<file path="src/rtl/shiftreg_pkg.sv">
// Shared definitions for the shift-register example: transmitter state
// encoding, default word width and the parity helper.
package shiftreg_pkg;

    typedef enum logic {
        IDLE  = 1'b0,
        SHIFT = 1'b1
    } tx_state_e;

    localparam int SHIFTREG_WIDTH_DEF = 24;

    // Words are zero-extended to this width before the XOR, which leaves parity unchanged.
    localparam int SHIFTREG_PARITY_MAX_W = 64;

    function automatic logic even_parity(input logic [SHIFTREG_PARITY_MAX_W-1:0] word);
        return ^word;
    endfunction

endpackage

</file>
<file path="src/rtl/shiftreg_piso_tx.sv">
// Parallel-in/serial-out transmitter with a one-word holding buffer for gapless frames.
// Optional feature: define SHIFTREG_TX_PARITY_EN to append an even-parity bit to every frame.
module shiftreg_piso_tx
    import shiftreg_pkg::*;
#(
    parameter int WIDTH     = SHIFTREG_WIDTH_DEF,
    parameter int MSB_FIRST = 1
) (
    input  logic             clk,
    input  logic             reset_i,
    input  logic [WIDTH-1:0] din_parallel_i,
    input  logic             din_valid_i,
    output logic             din_ready_o,
    output logic             dout_serial_o,
    output logic             dout_valid_o,
    output logic             trigger_o,
    output logic             busy_o
);

`ifdef SHIFTREG_TX_PARITY_EN
    localparam int FRAME = WIDTH + 1;
`else
    localparam int FRAME = WIDTH;
`endif
    localparam int CNT_W = $clog2(WIDTH + 2);
    localparam logic [CNT_W-1:0] LAST_CNT = CNT_W'(FRAME - 1);
    localparam logic [CNT_W-1:0] CNT_ONE  = CNT_W'(1);

    tx_state_e        state_q, state_d;
    logic [WIDTH-1:0] sr_q, sr_d;
    logic [CNT_W-1:0] cnt_q, cnt_d;
    logic [WIDTH-1:0] hold_q, hold_d;
    logic             hold_v_q, hold_v_d;
    logic             ser_q, ser_d;
    logic             val_q, val_d;
    logic             trig_q, trig_d;
    logic             busy_q, busy_d;

    logic             accept;
    logic             last_bit;
    logic             data_bit;
    logic             tx_bit;
    logic [WIDTH-1:0] sr_shift;
    logic             load_en;
    logic [WIDTH-1:0] load_word;

    assign din_ready_o = !reset_i && !hold_v_q;
    assign accept      = din_valid_i && din_ready_o;
    assign last_bit    = (cnt_q == LAST_CNT);

    assign data_bit = (MSB_FIRST != 0) ? sr_q[WIDTH-1] : sr_q[0];
    assign sr_shift = (MSB_FIRST != 0) ? {sr_q[WIDTH-2:0], 1'b0} : {1'b0, sr_q[WIDTH-1:1]};

`ifdef SHIFTREG_TX_PARITY_EN
    localparam logic [CNT_W-1:0] PAR_CNT = CNT_W'(WIDTH);
    logic par_q, par_d;

    // The parity of each word is captured as it is loaded, since sr is consumed while shifting.
    assign tx_bit = (cnt_q == PAR_CNT) ? par_q : data_bit;

    always_comb begin
        par_d = par_q;
        if (load_en) begin
            par_d = even_parity(SHIFTREG_PARITY_MAX_W'(load_word));
        end
    end

    always_ff @(posedge clk) begin
        if (reset_i) begin
            par_q <= 1'b0;
        end else begin
            par_q <= par_d;
        end
    end
`else
    assign tx_bit = data_bit;
`endif

    // On the last bit the buffered word wins over a same-cycle accept, which ready already blocks.
    always_comb begin
        state_d   = state_q;
        sr_d      = sr_q;
        cnt_d     = cnt_q;
        hold_d    = hold_q;
        hold_v_d  = hold_v_q;
        ser_d     = 1'b0;
        val_d     = 1'b0;
        trig_d    = 1'b0;
        load_en   = 1'b0;
        load_word = din_parallel_i;
        busy_d    = (state_q == SHIFT) || hold_v_q;

        case (state_q)
            IDLE: begin
                if (accept) begin
                    load_en = 1'b1;
                    state_d = SHIFT;
                end
            end
            SHIFT: begin
                ser_d = tx_bit;
                val_d = 1'b1;
                sr_d  = sr_shift;
                cnt_d = cnt_q + CNT_ONE;
                if (last_bit) begin
                    trig_d = 1'b1;
                    if (hold_v_q) begin
                        load_en   = 1'b1;
                        load_word = hold_q;
                        hold_v_d  = 1'b0;
                    end else if (accept) begin
                        load_en = 1'b1;
                    end else begin
                        state_d = IDLE;
                        cnt_d   = '0;
                    end
                end else if (accept) begin
                    hold_d   = din_parallel_i;
                    hold_v_d = 1'b1;
                end
            end
            default: begin
                state_d = IDLE;
            end
        endcase

        if (load_en) begin
            sr_d  = load_word;
            cnt_d = '0;
        end
    end

    always_ff @(posedge clk) begin
        if (reset_i) begin
            state_q  <= IDLE;
            sr_q     <= '0;
            cnt_q    <= '0;
            hold_q   <= '0;
            hold_v_q <= 1'b0;
            ser_q    <= 1'b0;
            val_q    <= 1'b0;
            trig_q   <= 1'b0;
            busy_q   <= 1'b0;
        end else begin
            state_q  <= state_d;
            sr_q     <= sr_d;
            cnt_q    <= cnt_d;
            hold_q   <= hold_d;
            hold_v_q <= hold_v_d;
            ser_q    <= ser_d;
            val_q    <= val_d;
            trig_q   <= trig_d;
            busy_q   <= busy_d;
        end
    end

    assign dout_serial_o = ser_q;
    assign dout_valid_o  = val_q;
    assign trigger_o     = trig_q;
    assign busy_o        = busy_q;

endmodule

</file>
<file path="config.mk">
export PLATFORM = sky130hd
export DESIGN_NAME = shiftreg_piso_tx
export DESIGN_NICKNAME = d
export VERILOG_FILES = /design/src/rtl/shiftreg_pkg.sv /design/src/rtl/shiftreg_piso_tx.sv
export SDC_FILE = /design/constraint.sdc
export NUM_CORES = 1
export LEC_CHECK = 0
export CAP_MARGIN = 20
export CORE_MARGIN = 4
export CORE_UTILIZATION = 35
export CTS_CLUSTER_SIZE = 14
export DETAILED_ROUTE_END_ITERATION = 6
export SLEW_MARGIN = 20
export SYNTH_ARGS = -nofsm -noshare
export SYNTH_HDL_FRONTEND = slang
export SYNTH_SLANG_ARGS = --single-unit
export TNS_END_PERCENT = 10
</file>
<file path="constraint.sdc">
create_clock -name clk -period 3.4 [get_ports clk]
set_input_delay 0.34 -clock clk [delete_from_list [all_inputs] [get_ports clk]]
set_output_delay 0.34 -clock clk [all_outputs]
set_load 0.005 [all_outputs]
</file>
==> summary.md <==
| Metric | Value |
|---|---|
| Status | finished clean |
| Hold Path Origin | hold_q[21] |
| Synth Area per Inst | 9.39 um^2 |
| # setup viols final | 0 |
| CP bufs+invs | 0 |
| Final #Nets | 348 |
| Area of the multi-input gates | 1390 um^2 |
| Detail Route Antenna Nets | 0 |
| CP peak stage delay | 0.64 ns |
| Setup_tns | 0 ns |
| Gp weighted congestion | 0.714 |
| Via count | 2,156 |
| Hold Slack | 0.455 ns |
| Required @ worst endpoint | 3.61 ns |
| # rows | 32 |
| Worst-path cell chain | ha_1 -> and4b_2 -> nand3_2 -> mux2i_1 -> o221ai_2 |
| Final cell count without fillers | 427 |
| Main area contributors after synthesis | dfxtp_1 (42%), o221ai_2 (10%), mux2i_1 (9.0%), nand3_1 (8.4%), nand2_1 (6.6%) |
| H-tree levels | 3 |
| Synth warn | 0 |
| Yosys top cell by area | dfxtp_1 |
| Register area | 1180 um^2 |
| Port Buf Inserts | 31 |
| Max FO, Critical Path | 24 |
| Mapped Area | 2790 um^2 |
| I/O pin total | 32 |
| Critical Path Sink Type | register |
| Min-delay worst type | reg -> reg |
| Synth Instances | 297 |
| P_leak | 1.29 nW |
| Tightest Pin Transition | 0.822 ns |
| Yosys cell types | 35 |
| Area fraction in compound gates after synthesis | 18.4% |
| Pwr dens | 476 nW/um^2 |
| Number of global-route vias before repair | 2,024 |
| Fin util | 42.3% |
| Drt pass-1 iters | 4 |
| Total GRT Usage | 12.8% |
| # DRC | 0 |
| N_diodes | 0 |
| FF-to-FF Start | cnt_q[0] |
| CP max stage cell | nand3_2 |
| Fin Clk Skew | 0.00740 ns |
| Cell Area, Placed | 3080 um^2 |
| Area grow syn2layout | 17.3% |
| Fin. Hold Viols | 0 |
| Post-Synth XOR/XNOR Area | 1.26% |
| WL final | 5790 um |
| Final min period | 2.26 ns |
| Unrepaired setup endpoints after global routing | false |
| Starting Density | 36.1% |
| Post-CTS Setup Bufs | 0 |
| Die Span Y | 97.2 um |
| Clk_lat worst skew | 0.34 ns |
| Post_cts resized | 0 |
| Largest net degree at the start of global routing | 48 |
| # hold bufs at CTS | 0 |
| Power, Total | 1.56 mW |
| WP data arrival | 2.47 ns |
| Vias per inst | 5.05 |
| Main combinational cell family by area after synthesis | simple AND/OR/NAND/NOR gates |
| CP startpoint | cnt_q[0] |
| Die footprint | 9460 um^2 |
| WL per Instance | 13.6 um |
| Share of cells above drive strength 1 | 15.1% |
| Die Span X | 97.2 um |
| Post-route cell area | 3270 um^2 |
| Simple-gate share of the synthesized area | 20.9% |
| Setup WS post-layout | 1.14 ns |
| First-pass GRT wire length | 9890 um |
| Mux cell area share after synthesis | 8.98% |
| F_max | 442 MHz |
| Seq/Total Area, Yosys | 42.4% |
| Max Cap Viol | 0 |
| Number of fill cells | 750 |
| Post-Synth Adder-Cell Area | 0.449% |
| Post-DP HPWL | 3620 um |
| Inst Count DP | 411 |
| First DRT Iteration DRCs | 81 |
| Initial antenna violation count | 0 |
| Largest delay share family, worst path | simple AND/OR/NAND/NOR gates |
| Syn nets | 325 |
| Core box area | 7730 um^2 |
| Synthesized flop and latch total | 59 |
| CTS sink cnt | 59 |
| Num CTS Buffers | 9 |
| Clock buffer depth | 2 |
| Root buffer cell | clkbuf_8 |
| Grt ovf | 0 |
| Post-synth top area share | 42.4% |
| CTS tree | built |
| Startpoint Class | register |
| Crit Path Class | reg -> reg |
| Clock-pin transition on the worst setup and hold timing paths | 0.07 ns |
| Max IR drop VDD | 213 uV |
| Fin crit share | 66.5% |
| Worst rel slew slack | 45.1% |
| Max-slew violation count | 0 |
| Worst slack, placed | 1.11 ns |
## kinds of logic after synthesis
| group | Yosys count |
|---|---|
| AO/OA/AOI/OAI | 58 |
| multiplexers | 25 |
| buffers and inverters | 28 |
| adder cells (fa/ha/maj) | 1 |
| AND/OR/NAND/NOR | 122 |
| XOR/XNOR | 4 |
| flip-flops | 59 |
## state kept, by name, summed over array words and instances (netlist names)
register,cells
hold_q,24
sr_q,24
cnt_q,5
busy_o,1
dout_serial_o,1
dout_valid_o,1
hold_v_q,1
state_q,1
trigger_o,1
## area by class of cell
| class | count | area share (%) |
|---|---|---|
| flip-flops and latches | 59 | 36.1 |
| clock inverters | 5 | 1.61 |
| repair buffers | 39 | 11.3 |
| clock buffers | 11 | 4.32 |
| well taps | 102 | 3.90 |
| inverters | 1 | 0.115 |
| multi-input cells | 210 | 42.6 |
## per-layer routing
layer | track usage [%] | up-vias | routed length, um
li1 | - | 1117 | -
met1 | 16.9 | 983 | 2920
met2 | 19.2 | 46 | 2540
met3 | 2.80 | 10 | 203
met4 | 7.35 | 0 | 129
met5 | 0 | - | 0
## cells in the final DEF (no fill, tap or decap), types with 2 or more instances in the layout
| cell | netlist | routed |
|---|---|---|
| dfxtp_1 | 59 | 59 |
| and2_1 | 2 | 2 |
| a211oi_1 | 2 | 2 |
| a21oi_1 | 27 | 27 |
| mux2i_1 | 25 | 25 |
| o221ai_1 | 3 | 3 |
| xor2_1 | 3 | 3 |
| clkinv_2 | 0 | 3 |
| o221ai_2 | 19 | 19 |
| buf_4 | 0 | 8 |
| clkdlybuf4s50_1 | 0 | 31 |
| nand3_1 | 47 | 47 |
| nor2_1 | 12 | 11 |
| nand2_1 | 49 | 49 |
| nand4_1 | 2 | 2 |
| nor2b_1 | 3 | 3 |
| clkbuf_8 | 7 | 10 |
## path summary, 6_finish.rpt
kind	end	slack, ns	depth (start not counted)
worst max-delay path	sr_q[14]	1.14	5
worst min-delay path	hold_q[21]	0.45	2
worst max register to register	sr_q[14]	1.14	5
worst min register to register	hold_q[21]	0.45	2
## synth_stat cells (all sizes together)
master       instances
a211oi               2
a21o                 1
a21oi               27
a22oi                1
and2                 3
and3                 1
and4b                1
buf                  8
clkbuf              18
dfxtp               59
dlygate4sd1          1
ha                   1
inv                  1
mux2i               25
nand2               49
nand2b               1
nand3               48
nand4                2
nand4b               1
nor2                12
nor2b                3
o211ai               1
o21a                 1
o21ai                2
o221ai              22
o311ai               1
or3                  1
xnor2                1
xor2                 3
## worst reg2reg max path: cells and delay by family, from the launching register on
| family | cells | cell delay, ns |
|---|---|---|
| compound gates | 1 | 0.13 |
| flops | 1 | 0.38 |
| mux | 1 | 0.45 |
| simple gates | 2 | 0.92 |
| fa+ha+maj | 1 | 0.26 |
## power by group
| part | total (mW) | switching (mW) | internal [mW] |
|---|---|---|---|
| sequential | 0.741 | 0.0171 | 0.724 |
| combinational | 0.178 | 0.0988 | 0.0794 |
| clock | 0.637 | 0.283 | 0.354 |
| total | 1.56 | 0.398 | 1.16 |
(Power assumes the default switching activity.)
